<file path="src/rtl/mstq_pkg.sv">
// rtl/mstq_pkg.sv - shared constants and state encodings for the master-queue arbiter
package mstq_pkg;

  localparam int MSTQ_W        = 18;
  localparam int TLP_START_BIT = 17;
  localparam int TLP_END_BIT   = 16;

  typedef enum logic [1:0] {
    ST_IDLE = 2'd0,
    ST_OWN0 = 2'd1,
    ST_OWN1 = 2'd2
  } mstq_state_e;

endpackage

</file>
<file path="src/rtl/mstq_arbiter.sv">
// rtl/mstq_arbiter.sv - packet-atomic round-robin arbiter sharing the master command FIFO
module mstq_arbiter
  import mstq_pkg::*;
#(
  parameter int CNT_W    = 16,
  parameter int HOLD_MAX = 1024
) (
  input  logic              sys_clk,
  input  logic              sys_rst_n,
  input  logic              enable,
  input  logic              req0,
  input  logic [MSTQ_W-1:0] din0,
  input  logic              wr_en0,
  output logic              full0,
  input  logic              req1,
  input  logic [MSTQ_W-1:0] din1,
  input  logic              wr_en1,
  output logic              full1,
  output logic [MSTQ_W-1:0] mst_din,
  output logic              mst_wr_en,
  input  logic              mst_full,
  output logic [1:0]        grant,
  output logic [CNT_W-1:0]  pkt_cnt0,
  output logic [CNT_W-1:0]  pkt_cnt1,
  output logic              proto_err,
  output logic              hold_timeout,
  input  logic              clr_flags
);

  localparam int IDLE_W = $clog2(HOLD_MAX + 1);

  mstq_state_e       state, state_nxt;
  logic              last_owner;
  logic              first_word;
  logic [IDLE_W-1:0] idle_cnt;
  logic [MSTQ_W-1:0] own_din;
  logic              own_wr;
  logic              accept;
  logic              stray_wr;
  logic              owning;
  logic              err_set;
  logic              hold_set;

  assign owning = (state != ST_IDLE);
  assign grant  = {state == ST_OWN1, state == ST_OWN0};

  always_comb begin
    state_nxt = state;
    own_din   = '0;
    own_wr    = 1'b0;
    stray_wr  = 1'b0;
    full0     = 1'b1;
    full1     = 1'b1;
    case (state)
      ST_IDLE: begin
        stray_wr = wr_en0 | wr_en1;
        if (enable) begin
          if (req0 && req1)
            state_nxt = last_owner ? ST_OWN0 : ST_OWN1;
          else if (req0)
            state_nxt = ST_OWN0;
          else if (req1)
            state_nxt = ST_OWN1;
        end
      end
      ST_OWN0: begin
        full0    = mst_full;
        own_din  = din0;
        own_wr   = wr_en0;
        stray_wr = wr_en1;
      end
      ST_OWN1: begin
        full1    = mst_full;
        own_din  = din1;
        own_wr   = wr_en1;
        stray_wr = wr_en0;
      end
      default: state_nxt = ST_IDLE;
    endcase

    accept = own_wr & ~mst_full;
    // Reset must hold both receivers off and keep the master queue quiet
    if (!sys_rst_n) begin
      full0  = 1'b1;
      full1  = 1'b1;
      accept = 1'b0;
    end
    if (accept && own_din[TLP_END_BIT])
      state_nxt = ST_IDLE;

    mst_din   = own_din;
    mst_wr_en = accept;

    err_set  = stray_wr
             | (accept &  first_word & ~own_din[TLP_START_BIT])
             | (accept & ~first_word &  own_din[TLP_START_BIT]);
    // Flag fires once on reaching the limit so clr_flags can clear it while still stalled
    hold_set = owning & ~accept & (idle_cnt == IDLE_W'(HOLD_MAX - 1));
  end

  always_ff @(posedge sys_clk) begin
    if (!sys_rst_n) begin
      state        <= ST_IDLE;
      last_owner   <= 1'b1;
      first_word   <= 1'b1;
      idle_cnt     <= '0;
      pkt_cnt0     <= '0;
      pkt_cnt1     <= '0;
      proto_err    <= 1'b0;
      hold_timeout <= 1'b0;
    end else begin
      state <= state_nxt;

      if (state_nxt == ST_IDLE)
        first_word <= 1'b1;
      else if (accept)
        first_word <= 1'b0;

      if (!owning || accept)
        idle_cnt <= '0;
      else if (idle_cnt != IDLE_W'(HOLD_MAX))
        idle_cnt <= idle_cnt + IDLE_W'(1);

      if (accept && own_din[TLP_END_BIT]) begin
        last_owner <= (state == ST_OWN1);
        if (state == ST_OWN1)
          pkt_cnt1 <= pkt_cnt1 + CNT_W'(1);
        else
          pkt_cnt0 <= pkt_cnt0 + CNT_W'(1);
      end

      if (err_set)
        proto_err <= 1'b1;
      else if (clr_flags)
        proto_err <= 1'b0;

      if (hold_set)
        hold_timeout <= 1'b1;
      else if (clr_flags)
        hold_timeout <= 1'b0;
    end
  end

endmodule

</file>
<file path="config.mk">
export PLATFORM = sky130hd
export DESIGN_NAME = mstq_arbiter
export DESIGN_NICKNAME = d
export VERILOG_FILES = /design/src/rtl/mstq_pkg.sv /design/src/rtl/mstq_arbiter.sv
export SDC_FILE = /design/constraint.sdc
export NUM_CORES = 1
export LEC_CHECK = 0
export BUFFER_PORTS_ARGS = -buffer_cell sky130_fd_sc_hd__buf_4
export CAP_MARGIN = 20
export CELL_PAD_IN_SITES_DETAIL_PLACEMENT = 0
export CELL_PAD_IN_SITES_GLOBAL_PLACEMENT = 1
export CORE_UTILIZATION = 38
export CTS_BUF_LIST = sky130_fd_sc_hd__clkbuf_4 sky130_fd_sc_hd__clkbuf_8 sky130_fd_sc_hd__clkbuf_16
export DETAILED_ROUTE_END_ITERATION = 8
export PLACE_DENSITY_LB_ADDON = 0.12
export SYNTH_ARGS = -nofsm -noshare
export SYNTH_HDL_FRONTEND = slang
export SYNTH_SLANG_ARGS = --single-unit
export TNS_END_PERCENT = 20
</file>
<file path="constraint.sdc">
create_clock -name sys_clk -period 4 [get_ports sys_clk]
set_clock_uncertainty 0.15 [all_clocks]
set_input_delay 0 -clock sys_clk [delete_from_list [all_inputs] [get_ports sys_clk]]
set_output_delay 0 -clock sys_clk [all_outputs]
set_load 0.02 [all_outputs]
</file>
==> impl_metrics.json <==
{
  "cts_max_path_buffers": 2,
  "netlist_area_um2": 2660,
  "placedInstanceArea_um2": 3480,
  "ys_top_cells_by_count": "dfxtp_1 (49), nor2_1 (37), nand2_1 (30), a22oi_1 (20), nor2b_1 (19)",
  "synth_edf_count": 0,
  "synth_most_common_cell": "dfxtp_1",
  "ys_seq_area_share_pct": 36.9,
  "syn_nets": 376,
  "finalSetupViolCount": 0,
  "grt_setup_unrepaired": "no",
  "synth_area_leader_cell": "dfxtp_1",
  "ys_types": 41,
  "synthTopCellsByArea": "dfxtp_1 (37%), a22oi_1 (5.7%), xor2_1 (5.3%)",
  "dp_hpwl_mm": 4.94,
  "final_hold_viol_count": 0,
  "powerDensity_nw_per_um2": 273,
  "insertedDiodeCount": 0,
  "critPathLaunchType": "register",
  "die_y_um": 85.6,
  "yosysWarnings": 0,
  "ctsResizeCount": 0,
  "synth_area_per_cell_um2": 8.22,
  "relSlewSlack_pct": 48.8,
  "crit_slowest_cell": "dlygate4sd3_1",
  "cp.buffers_inverters": 3,
  "clk_pin_slew_worst_paths_ns": 0.09,
  "crit_family": "buffers and inverters",
  "ant_nets": 0,
  "routabilityCongestion": 0.773,
  "final_cell_area_um2": 3650,
  "drt-total-wl_mm": 6.83,
  "path_class": "register to register",
  "multi_input_area_um2": 1570,
  "cts.htree.levels": 2,
  "vias_per_cell": 5.24,
  "async_flop_share_pct": 0,
  "clock_latency_ns": 0.31,
  "synth_cells": 323,
  "drc": 0,
  "power.leakage_uw": 0.00147,
  "routed-via-count": 2657,
  "slew_violations": 0,
  "dieArea_um2": 7330,
  "post-route-min-period_ns": 3.03,
  "dr.pass1.iters": 4,
  "first_global_vias": 2442,
  "hold_class": "input pin to register",
  "drive_gt1_share_pct": 27.6,
  "cp.required_ns": 4.11,
  "cp_num_cells": 8,
  "grt_pass1_wl_mm": 11.3,
  "area_growth_pct": 37.6,
  "grt_remaining_overflow": 0,
  "fmax_ghz": 0.330,
  "antenna_found_initial": 0,
  "worstMarginPinSlew_ns": 0.767,
  "worstRegToRegCells": 8,
  "synth_seq_cells": 49,
  "holdPathStages": 4,
  "maxCapViolCount": 0,
  "cp-end-kind": "register",
  "ys.flop_type": "dfxtp_1",
  "fillers": 648,
  "crit_path_max_fanout": 29,
  "grt_max_degree": 30,
  "io_buffers": 101,
  "cpPeakStageDelay_ns": 0.57,
  "grt_use_total_pct": 18.9,
  "finalCritPeriodShare_pct": 75.9,
  "initial_core_util_pct": 39.3,
  "arrival_ns": 3.14,
  "io_pins": 102,
  "status": "finished clean",
  "die_w_um": 85.6,
  "drt_iter0_drc": 63,
  "coreArea_um2": 6760,
  "cts-root-buf": "clkbuf_8",
  "routedWlPerCell_um": 13.5,
  "cts_made_buffers": 5,
  "seq_area_um2": 981,
  "path_cells": "inv_1, ha_1, buf_4, a22oi_2, nor2_1, or3_1, o32ai_1, dlygate4sd3_1",
  "cts_sinks": 49,
  "setup_tns_ns": 0,
  "rows": 30,
  "p_total_uw": 997,
  "synth_top_area_share_pct": 36.9,
  "cts_tree": "built",
  "ir_drop_uv": 142,
  "final_nets": 479
}
cell families (layout without fill, tap and decap cells):
kind of cell / Yosys count / count (layout) / share of synthesized area, %
and+or+nand+nor: 146 / 146 / 29.0
AOI/OAI and AO/OA: 67 / 67 / 17.4
DFF: 49 / 49 / 36.9
buffers and inverters: 27 / 131 / 3.96
xor gates and xnor gates: 21 / 21 / 6.93
adders and majority gates: 8 / 8 / 3.77
muxes: 5 / 5 / 1.93
worst register-to-register path: cells and delay by family, from the launching register on:
| kind | cells | cell delay [ns] |
|---|---|---|
| AO/OA/AOI/OAI | 2 | 0.68 |
| flip-flops | 1 | 0.43 |
| buffers and inverters | 3 | 0.92 |
| adder cells (fa/ha/maj) | 1 | 0.21 |
| AND/OR/NAND/NOR | 2 | 0.59 |
routing by layer:
layer / vias to the layer above / GRT usage [%] / routed length (um)
met5: - / 0 / 0
met4: 0 / 5.30 / 110
met3: 12 / 4.62 / 375
met2: 65 / 30.0 / 3130
met1: 1218 / 25.4 / 3200
li1: 1362 / - / -
state kept, by name (all words and copies together) (netlist names):
name	flops
first_word	1
hold_timeout	1
idle_cnt	11
last_owner	1
pkt_cnt0	16
pkt_cnt1	16
proto_err	1
state	2
final timing paths:
kind                            slack, ns    startpoint      endpoint
worst min register to register       0.34  pkt_cnt0[15]  pkt_cnt0[15]
worst min-delay path                 0.03        wr_en0     proto_err
worst max-delay path                 0.97      state[0]  hold_timeout
worst max register to register       0.97      state[0]  hold_timeout
cell type report:
class,instances,share of cell area [%]
repair buffers,110,23.0
well taps,80,2.74
multi-input cells,247,43.0
inverters,13,1.34
clock inverters,3,1.20
flip-flops and latches,49,26.9
clock buffers,5,1.88
what timing repair did:
| item | 4_1_cts | 5_1_grt |
|---|---|---|
| hold endpoints to repair | 20 | 0 |
| endpoints found under the setup margin | 0 | 0 |
| hold buffers | 6 | 0 |
| buffers inserted | 0 | 0 |
report_power, final:
| part | switching, uW | internal (uW) |
|---|---|---|
| Sequential | 4.12 | 491 |
| Clock | 171 | 188 |
| Combinational | 72.3 | 71.1 |
cell usage in the layout, fill, tap and decap left out, drive strengths merged, types with 6 or more instances in the layout:
master,instances
o211ai,7
nor2b,19
inv,14
nand2,30
nand4,11
o31ai,6
a22oi,21
dfxtp,49
o21ai,10
buf,104
nor3,7
a21oi,11
nand3,16
ha,8
nor2,37
dlygate4sd3,6
xor2,16
per-stage QoR:
| step | hold WS (ns) | util (%) | setup WS (ns) | cells |
|---|---|---|---|---|
| after CTS | 0.0258 | 54.1 | 0.963 | 507 |
| after global placement | 0.0476 | 51.5 | 1.48 | 493 |
| final | 0.0324 | 54.1 | 0.965 | 507 |
| after global routing | 0.0695 | 54.1 | 0.748 | 507 |
| after floorplan | -0.0530 | - | 1.56 | 323 |
| after detailed placement | 0.0542 | 51.5 | 1.36 | 493 |
Power figures use the tool's default switching activity.
